==> src/rtl/mem_port_arbiter.sv <==
// Shares one memory port between instruction fetch and data; round-robin on ties, one access per MEM_LAT+2 cycles.
// Requests are sampled only while idle; requesters hold req until their one-cycle ack (ack rises MEM_LAT+1 cycles after sampling).
module mem_port_arbiter #(
   parameter int AW      = 64,
   parameter int DW      = 64,
   parameter int MEM_LAT = 2
) (
   input  logic          clk,
   input  logic          reset,
   input  logic          if_req,
   input  logic [AW-1:0] if_addr,
   output logic [DW-1:0] if_rdata,
   output logic          if_ack,
   input  logic          d_req,
   input  logic          d_we,
   input  logic [AW-1:0] d_addr,
   input  logic [DW-1:0] d_wdata,
   output logic [DW-1:0] d_rdata,
   output logic          d_ack,
   output logic [AW-1:0] mem_addr,
   output logic [DW-1:0] mem_wdata,
   output logic          mem_we,
   input  logic [DW-1:0] mem_rdata,
   output logic          busy,
   output logic          owner
);

   typedef enum logic [1:0] {
      IDLE   = 2'd0,
      ACCESS = 2'd1,
      RESP   = 2'd2
   } state_t;

   localparam logic [3:0] CNT_INIT = 4'(MEM_LAT - 1);

   state_t        state_q, state_d;
   logic [3:0]    cnt_q, cnt_d;
   logic          owner_q, owner_d;
   logic          last_grant_q, last_grant_d;
   logic          we_q, we_d;
   logic [AW-1:0] addr_q, addr_d;
   logic [DW-1:0] wdata_q, wdata_d;
   logic [DW-1:0] if_rdata_q, if_rdata_d;
   logic [DW-1:0] d_rdata_q, d_rdata_d;
   logic          grant_data;

   always_ff @(posedge clk or posedge reset) begin
      if (reset) begin
         state_q      <= IDLE;
         cnt_q        <= '0;
         owner_q      <= 1'b0;
         last_grant_q <= 1'b1;
         we_q         <= 1'b0;
         addr_q       <= '0;
         wdata_q      <= '0;
         if_rdata_q   <= '0;
         d_rdata_q    <= '0;
      end else begin
         state_q      <= state_d;
         cnt_q        <= cnt_d;
         owner_q      <= owner_d;
         last_grant_q <= last_grant_d;
         we_q         <= we_d;
         addr_q       <= addr_d;
         wdata_q      <= wdata_d;
         if_rdata_q   <= if_rdata_d;
         d_rdata_q    <= d_rdata_d;
      end
   end

   always_comb begin
      state_d      = state_q;
      cnt_d        = cnt_q;
      owner_d      = owner_q;
      last_grant_d = last_grant_q;
      we_d         = we_q;
      addr_d       = addr_q;
      wdata_d      = wdata_q;
      if_rdata_d   = if_rdata_q;
      d_rdata_d    = d_rdata_q;
      grant_data   = 1'b0;
      mem_addr     = '0;
      mem_wdata    = '0;
      mem_we       = 1'b0;
      if_ack       = 1'b0;
      d_ack        = 1'b0;

      case (state_q)
         IDLE: begin
            if (if_req || d_req) begin
               // On a tie the port that lost last time wins.
               grant_data   = d_req && (!if_req || !last_grant_q);
               state_d      = ACCESS;
               owner_d      = grant_data;
               last_grant_d = grant_data;
               cnt_d        = CNT_INIT;
               addr_d       = grant_data ? d_addr : if_addr;
               wdata_d      = grant_data ? d_wdata : '0;
               we_d         = grant_data && d_we;
            end
         end
         ACCESS: begin
            mem_addr  = addr_q;
            mem_wdata = wdata_q;
            // The counter only counts down, so its initial value marks the first cycle.
            mem_we    = we_q && (cnt_q == CNT_INIT);
            if (cnt_q != 4'd0) begin
               cnt_d = cnt_q - 4'd1;
            end else begin
               state_d = RESP;
               if (!we_q) begin
                  if (owner_q) d_rdata_d = mem_rdata;
                  else         if_rdata_d = mem_rdata;
               end
            end
         end
         RESP: begin
            if_ack  = !owner_q;
            d_ack   = owner_q;
            state_d = IDLE;
         end
         default: state_d = IDLE;
      endcase
   end

   assign busy     = (state_q != IDLE);
   assign owner    = owner_q;
   assign if_rdata = if_rdata_q;
   assign d_rdata  = d_rdata_q;

endmodule

==> config.mk <==
export PLATFORM = sky130hd
export DESIGN_NAME = mem_port_arbiter
export DESIGN_NICKNAME = d
export VERILOG_FILES = /design/src/rtl/mem_port_arbiter.sv
export SDC_FILE = /design/constraint.sdc
export NUM_CORES = 1
export LEC_CHECK = 0
export CAP_MARGIN = 40
export CORE_AREA = 2 2 200 202
export DETAILED_ROUTE_END_ITERATION = 10
export DIE_AREA = 0 0 202 204
export PLACE_DENSITY = 0.66
export SYNTH_ARGS = -nofsm -noshare
export SYNTH_HDL_FRONTEND = slang
export SYNTH_SLANG_ARGS = --single-unit
export TNS_END_PERCENT = 100
==> constraint.sdc <==
create_clock -name clk -period 11.7 [get_ports clk]
set_input_delay 2.34 -clock clk [delete_from_list [all_inputs] [get_ports clk]]
set_output_delay 2.34 -clock clk [all_outputs]
set_load 0.005 [all_outputs]
-- Word level (Yosys, flattened, before mapping)
Index checks and enable logic that the tools add are counted.
- output and inout bits: 261
- input bits: 261
- flip-flop bits (word level): 265
- logic and storage cells: 49
- muxes and demuxes: 13
- equal/unequal tests: 6
- add/sub/neg operators: 1
- reduce and logical (&&, ||, !) cells: 17
- bitwise gates (word level): 3
- operator list (cell ; number):
    64-bit 2-to-1 mux ; 4
    4-bit 2-to-1 mux ; 2
    4-bit case mux with 2 select lines ; 1
    4-bit AND reduction ; 2
    2-bit != test (second input constant) ; 3
    4-bit by 1-bit equality test with 1-bit output (second input constant) ; 1
    2-bit 2-to-1 mux ; 2
    2-bit case mux with 2 select lines ; 1
    2-bit AND reduction ; 2
    2-bit nonzero test ; 2
    4-bit nonzero test ; 1
    4-bit by 1-bit subtractor with 4-bit output (second input constant) ; 1
    1-bit logical AND ; 3
    1-bit logical NOT ; 3
    1-bit 2-to-1 mux ; 3
    1-bit NOT ; 3
    3-bit AND reduction ; 1
    2-bit by 1-bit equality test with 1-bit output (second input constant) ; 1
    2-bit equality test (second input constant) ; 1
    2-bit logical NOT ; 1
    1-bit logical OR ; 2

-- Longest topological paths before layout
Gate-level depths: netlist of run 1.
- word-level depth: 4
- gate-level depth with buffers: 7
- gate-level depth less buffers: 5

-- Worst setup path after synthesis of run 1
OpenSTA, ideal clock, no wires.
- path type: reg-to-output
- start: reg state_q[0]
- end: out mem_addr[12]
- path buffers: 2
- setup slack: 8123 ps
- required time: 9360 ps
- stages on the path, launching flop included: 5
- data arrival time: 1237 ps
- cells stage by stage: dfrtp_1 > nor2b_1 > clkbuf_1 > clkbuf_1 > and2_1
- longest elaborated chain between the ends: 2
- RTL lines (what ; line ; text):
    start, declared ; 36 ; state_t state_q, state_d;
    start signal, assigned ; 59 ; state_q <= state_d;
    2-bit by 1-bit equality test with 1-bit output ; 88 ; case (state_q)
    64-bit 2-to-1 mux ; 88 ;
    end, declared ; 20 ; output logic [AW-1:0] mem_addr,
Every way passes these cells.

-- Worst setup path in the final report of run 1
- start: reg state_q[0]
- end: out mem_addr[7]
Same word-level chain as after synthesis.

==> impl_metrics.py, run 1 <==
metrics = {
    "floorplan": {
        "die_w_um": 202,
        "die_h_um": 204,
        "boundaryPins": 522,
        "rows": 73,
        "start_util_pct": 29.09,
        "die_area_mm2": 0.04121,
        "core_mm2": 0.03918,
    },
    "yosys": {
        "yosys-top-cells-area": "dfrtp_1 (58%), mux2_2 (12%), and2_1 (7.0%)",
        "yosysWarnings": 0,
        "synth_compound_area_share_pct": 11.33,
        "syn_area_mm2": 0.01140,
        "avgSynthCellArea_um2": 12.78,
        "yosysTopAreaCell": "dfrtp_1",
        "synth_top_family_by_area": "multiplexers",
        "syn-num-nets": 1156,
        "ys_ff_latch": 265,
        "yosysSeqAreaShare_pct": 58.20,
        "synthMuxAreaShare_pct": 18.27,
        "yosys.area_share.xor_xnor_pct": 0,
        "synth_edf_count": 0,
        "synth-simple-area-share_pct": 8.420,
        "synth_ff_type": "dfrtp_1",
        "synth_cell_types": 37,
        "synth_top_area_share_pct": 57.96,
        "async_reset_ff_share_pct": 100.0,
        "syn-instance-count": 892,
        "yosys.area_share.adder_pct": 0.3293,
    },
    "critical_path": {
        "critPathLaunch": "state_q[0]$_DFFE_PP0P_",
        "reg2reg_depth": 5,
        "required_ps": 9360,
        "start_kind": "flip-flop",
        "cp_max_fo": 75,
        "crit_path_max_incr_delay_ps": 550,
        "arrival_ps": 2810,
        "worstSetupPathType": "reg2out",
        "cp-end-kind": "output port",
        "r2r-start": "state_q[1]$_DFFE_PP0P_",
        "path_cells": "nor2b_4 > buf_4 > and2_1 > clkdlybuf4s50_1",
        "cp_slowest_cell": "buf_4",
    },
    "finish": {
        "final_cell_mix": "clkdlybuf4s50_1 (521), dfrtp_1 (264), o21ai_0 (131)",
        "area_growth_pct": 60.40,
        "stdcell_count": 1941,
        "final_nets": 1654,
        "post-route-util_pct": 46.66,
        "final_common_cell": "clkdlybuf4s50_1",
        "drive_gt1_share_pct": 14.43,
    },
    "clock_network": {
        "cts_resized": 0,
        "clkSinkCount": 265,
        "numCtsBuffers": 30,
        "cts-htree-levels": 1,
        "clk_latency_ps": 550,
        "cts_post_setup_buffers_inserted": 0,
        "path_clk_slew_ps": 60,
        "hold_buffers": 0,
        "cts_buffer_depth": 3,
        "cts-root-buf": "clkbuf_16",
        "cts_tree": "yes",
    },
    "min_path": {
        "worstHoldPathType": "reg2reg",
        "holdCritStartpoint": "d_rdata[54]$_DFFE_PP0P_",
        "hold_depth": 1,
    },
    "grt": {
        "grt_pass1_wl_um": 55370,
        "gr-total-overflow": 0,
        "grt_max_degree": 81,
        "antenna_found_initial": 5,
        "grt_util_all_layers_pct": 17.16,
        "grt_pass1_vias": 9274,
    },
    "sta": {
        "final-hold-violation-count": 0,
        "whs_ps": 491.9,
        "fin_tns_setup_ps": 0,
        "setup_viol": 0,
        "post-route-period-util_pct": 44.04,
        "rsz0062_at_grt": "false",
        "slew_viol_final": 0,
        "tightest_slew_ps": 853.8,
        "period_minus_slack_ps": 5153,
        "relSlewSlack_pct": 43.08,
        "fmaxAchievable_ghz": 0.1941,
        "fin_skew_ps": 16.87,
    },
    "route": {
        "drtIter0Drc": 399,
        "drt-vias-per-instance": 4.625,
        "via_count": 8977,
        "drcViolationCount": 0,
        "wl_per_cell_um": 18.85,
        "ant_nets": 0,
        "drt_wl_total_um": 36580,
        "dr.pass1.iters": 4,
    },
    "power_and_ir_drop": {
        "power_density_mw_per_mm2": 259.2,
        "fin_total_pwr_w": 0.004738,
        "ir_worst_vdd_mv": 0.1115,
        "leakagePower_nw": 7.690,
    },
    "placement": {
        "numPortBuffers": 521,
        "gp_congestion": 0.8063,
        "dp_hpwl_um": 26640,
        "place_inst": 1883,
    },
    "outcome": {
        "status": "finished, final reports clean",
    },
    "job": {
        "maxCapViolations": 0,
    },
}
[worst max-delay path: cells and delay by family (launching register included)]
family | cells | cell delay (ps)
buffers and inverters | 2 | 1090
and+or+nand+nor | 2 | 600
DFF | 1 | 520
[sequential cells by signal, indices dropped and copies added (netlist names)]
| signal | count |
|---|---|
| wdata_q | 64 |
| d_rdata | 64 |
| last_grant_q | 1 |
| addr_q | 64 |
| we_q | 1 |
| owner | 1 |
| if_rdata | 64 |
| state_q | 2 |
| cnt_q | 4 |
[worst paths after layout]
path | endpoint | slack [ps]
worst max-delay path | mem_addr[7] | 6550
max in group asynchronous | addr_q[48]$_DFFE_PP0P_ | 8080
worst min register to register | d_rdata[54]$_DFFE_PP0P_ | 490
worst min-delay path | d_rdata[54]$_DFFE_PP0P_ | 490
min in group asynchronous | d_rdata[2]$_DFFE_PP0P_ | 2210
worst max register to register | addr_q[6]$_DFFE_PP0P_ | 8620
[metal layers]
metal	vias to the layer above	track usage [%]	share of wire [%]	routed length, µm
met5	-	0	0.10	37
met4	6	5.147	2.5	931
met3	60	5.533	8.9	3262
met2	380	28.82	48	17590
met1	4370	21.05	40	14760
li1	4161	-	-	-
[synth_stat cells, types with 2 or more instances]
cell type,n
dfrtp_1,264
o21ai_0,131
and2_1,128
mux2_2,123
a22o_1,65
mux2i_1,64
clkbuf_1,36
buf_2,20
buf_6,8
buf_4,6
inv_1,5
mux2_1,5
ha_1,3
nor2_1,3
nor3b_1,3
a21o_1,2
a21oi_1,2
and3_1,2
nor2b_1,2
or2_1,2
or4_1,2
[stage by stage]
stage / setup WS [ps] / instance area [µm²]
after detailed placement: 6254 / 17160
after floorplan: 2065 / 11400
after CTS: 6444 / 18280
after global routing: 6286 / 18280
final: 6547 / 18280
after global placement: 6347 / 17020
[kinds of logic (layout without fill, tap and decap cells)]
logic type	after synthesis	in the layout
AOI/OAI and AO/OA	205	205
adders and majority gates	3	3
buffers and inverters	76	598
DFF	265	265
muxes	192	192
other	0	2
and+or+nand+nor	151	151
[where the power goes]
group          switching [W]  internal (W)  total, W  leakage, nW
sequential          0.000230       0.00136   0.00159         3.28
clock               0.000380      0.000655   0.00104        0.549
combinational       0.000796       0.00131   0.00211         3.86
[area by class of cell]
| type | count | area [µm²] |
|---|---|---|
| timing repair buffer | 537 | 5433 |
| clock buffer | 44 | 924.6 |
| multi-input combinational | 551 | 4409 |
| inverter | 5 | 26.28 |
| sequential | 265 | 6633 |
| antenna | 2 | 5.005 |
| tap | 525 | 656.9 |
| fill | 3582 | 20900 |
| clock inverter | 12 | 193.9 |
Note: power is estimated with default switching activity, not from simulation.
==> inputs of run 2 (changes only) <==
CORE_AREA = 2 2 204 206   (was 2 2 200 202)
DIE_AREA = 0 0 206 208   (was 0 0 202 204)
clock period = 4.3 ns   (was 11.7 ns; I/O delays follow)
==> impl_metrics.py, run 2 (synthesized netlist as in run 1, its figures left out) <==
metrics = {
    "sta": {
        "slew_viol_final": 0,
        "fin_skew_ps": 11.05,
        "post-route-period-util_pct": 79.62,
        "whs_ps": 482.5,
        "setup_viol": 0,
        "fin_tns_setup_ps": 0,
        "fmaxAchievable_ghz": 0.2921,
        "worst_slack_ps": 876.2,
        "tightest_slew_ps": 762.5,
        "period_minus_slack_ps": 3424,
        "relSlewSlack_pct": 49.16,
        "final-hold-violation-count": 0,
        "rsz0062_at_grt": "false",
    },
    "route": {
        "via_count": 8944,
        "ant_nets": 0,
        "dr.pass1.iters": 4,
        "drt-vias-per-instance": 4.584,
        "drtIter0Drc": 346,
        "wl_per_cell_um": 18.64,
        "drt_wl_total_um": 36370,
        "drcViolationCount": 0,
    },
    "floorplan": {
        "rows": 74,
        "die_area_mm2": 0.04285,
        "start_util_pct": 28.10,
        "core_mm2": 0.04055,
        "die_w_um": 206,
        "boundaryPins": 522,
        "die_h_um": 208,
    },
    "grt": {
        "grt_max_degree": 65,
        "grt_pass1_vias": 9328,
        "antenna_found_initial": 5,
        "grt_pass1_wl_um": 55110,
        "grt_util_all_layers_pct": 16.37,
        "gr-total-overflow": 0,
    },
    "clock_network": {
        "cts-htree-levels": 1,
        "cts_resized": 0,
        "clkSinkCount": 265,
        "path_clk_slew_ps": 60,
        "hold_buffers": 0,
        "clk_latency_ps": 550,
        "cts_tree": "yes",
        "cts_post_setup_buffers_inserted": 0,
        "cts-root-buf": "clkbuf_16",
        "cts_buffer_depth": 3,
        "numCtsBuffers": 30,
    },
    "placement": {
        "gp_congestion": 0.7784,
        "numPortBuffers": 521,
        "dp_hpwl_um": 26810,
        "dpl_cell_area_mm2": 0.01724,
        "place_ws_ps": 1343,
    },
    "critical_path": {
        "start_kind": "flip-flop",
        "worstSetupPathType": "reg2out",
        "required_ps": 3440,
        "cp_slowest_cell": "clkdlybuf4s50_1",
        "arrival_ps": 2560,
        "cp_num_buf_inv": 2,
        "cp_max_fo": 49,
        "crit_path_max_incr_delay_ps": 540,
        "path_delay_family": "buffers and inverters",
        "cp-end-kind": "output port",
        "path_cells": "nor2b_4 > buf_4 > and2_1 > clkdlybuf4s50_1",
        "r2r-start": "state_q[1]$_DFFE_PP0P_",
        "critPathLaunch": "state_q[0]$_DFFE_PP0P_",
    },
    "min_path": {
        "holdCritStartpoint": "d_rdata[55]$_DFFE_PP0P_",
        "worstHoldPathType": "reg2reg",
    },
    "finish": {
        "final_cell_mix": "clkdlybuf4s50_1 (521), dfrtp_1 (264), o21ai_0 (131)",
        "area_growth_pct": 60.57,
        "fin_area_mm2": 0.01830,
        "final_nets": 1660,
        "fillCellCount": 3783,
        "final_common_cell": "clkdlybuf4s50_1",
        "drive_gt1_share_pct": 14.46,
    },
    "power_and_ir_drop": {
        "leakagePower_nw": 7.688,
        "ir_worst_vdd_mv": 0.2734,
        "power_density_mw_per_mm2": 701.2,
    },
    "outcome": {
        "status": "finished, final reports clean",
    },
    "job": {
        "maxCapViolations": 0,
    },
}
run 2: worst paths after layout:
kind                                            end  slack (ps)  depth (start not counted)
min in group asynchronous    addr_q[54]$_DFFE_PP0P_         660                          2
min reg2reg                 d_rdata[55]$_DFFE_PP0P_         480                          1
min                         d_rdata[55]$_DFFE_PP0P_         480                          1
max reg2reg                 d_rdata[63]$_DFFE_PP0P_        1730                          4
max                                   mem_wdata[45]         880                          4
max in group asynchronous  if_rdata[58]$_DFFE_PP0P_        2690                          4
run 2: final cells by class:
type,count,area [µm²],area share [%]
timing repair buffer,543,5513,30.12
clock inverter,16,242.7,1.326
sequential,265,6633,36.24
antenna,1,2.502,0.01367
tap,532,665.6,3.637
multi-input combinational,551,4409,24.09
inverter,5,22.52,0.1231
clock buffer,38,812.0,4.437
run 2: routing by layer:
layer  share of wire [%]  GRT usage (%)  routed length, µm  vias to the layer above
met4                 2.3          4.483                842                        6
met2                  48          28.26              17620                      367
met3                 9.5          5.169               3467                       57
met1                  40          19.50              14400                     4355
met5                0.11              0                 41                        -
li1                    -              -                  -                     4159
run 2: power by group:
part | leakage, nW | switching (W) | internal (W)
Combinational | 3.89 | 0.00220 | 0.00360
Sequential | 3.28 | 0.000601 | 0.00371
Clock | 0.514 | 0.00103 | 0.00169
run 2: through the flow:
step                instances  power, W  util [%]
floorplan                 892  0.006722         -
global placement         1893   0.01009     42.35
detailed placement       1896   0.01023     42.52
CTS                      1950   0.01305     45.12
global route             1951   0.01370     45.13
finish                   1951   0.01283     45.13
run 2: worst reg2reg max path: stages, from the launching register on:
cell     delay [ps]
dfrtp_1         480
nor4b_2         420
and4b_2         800
buf_12          340
mux2_2          410
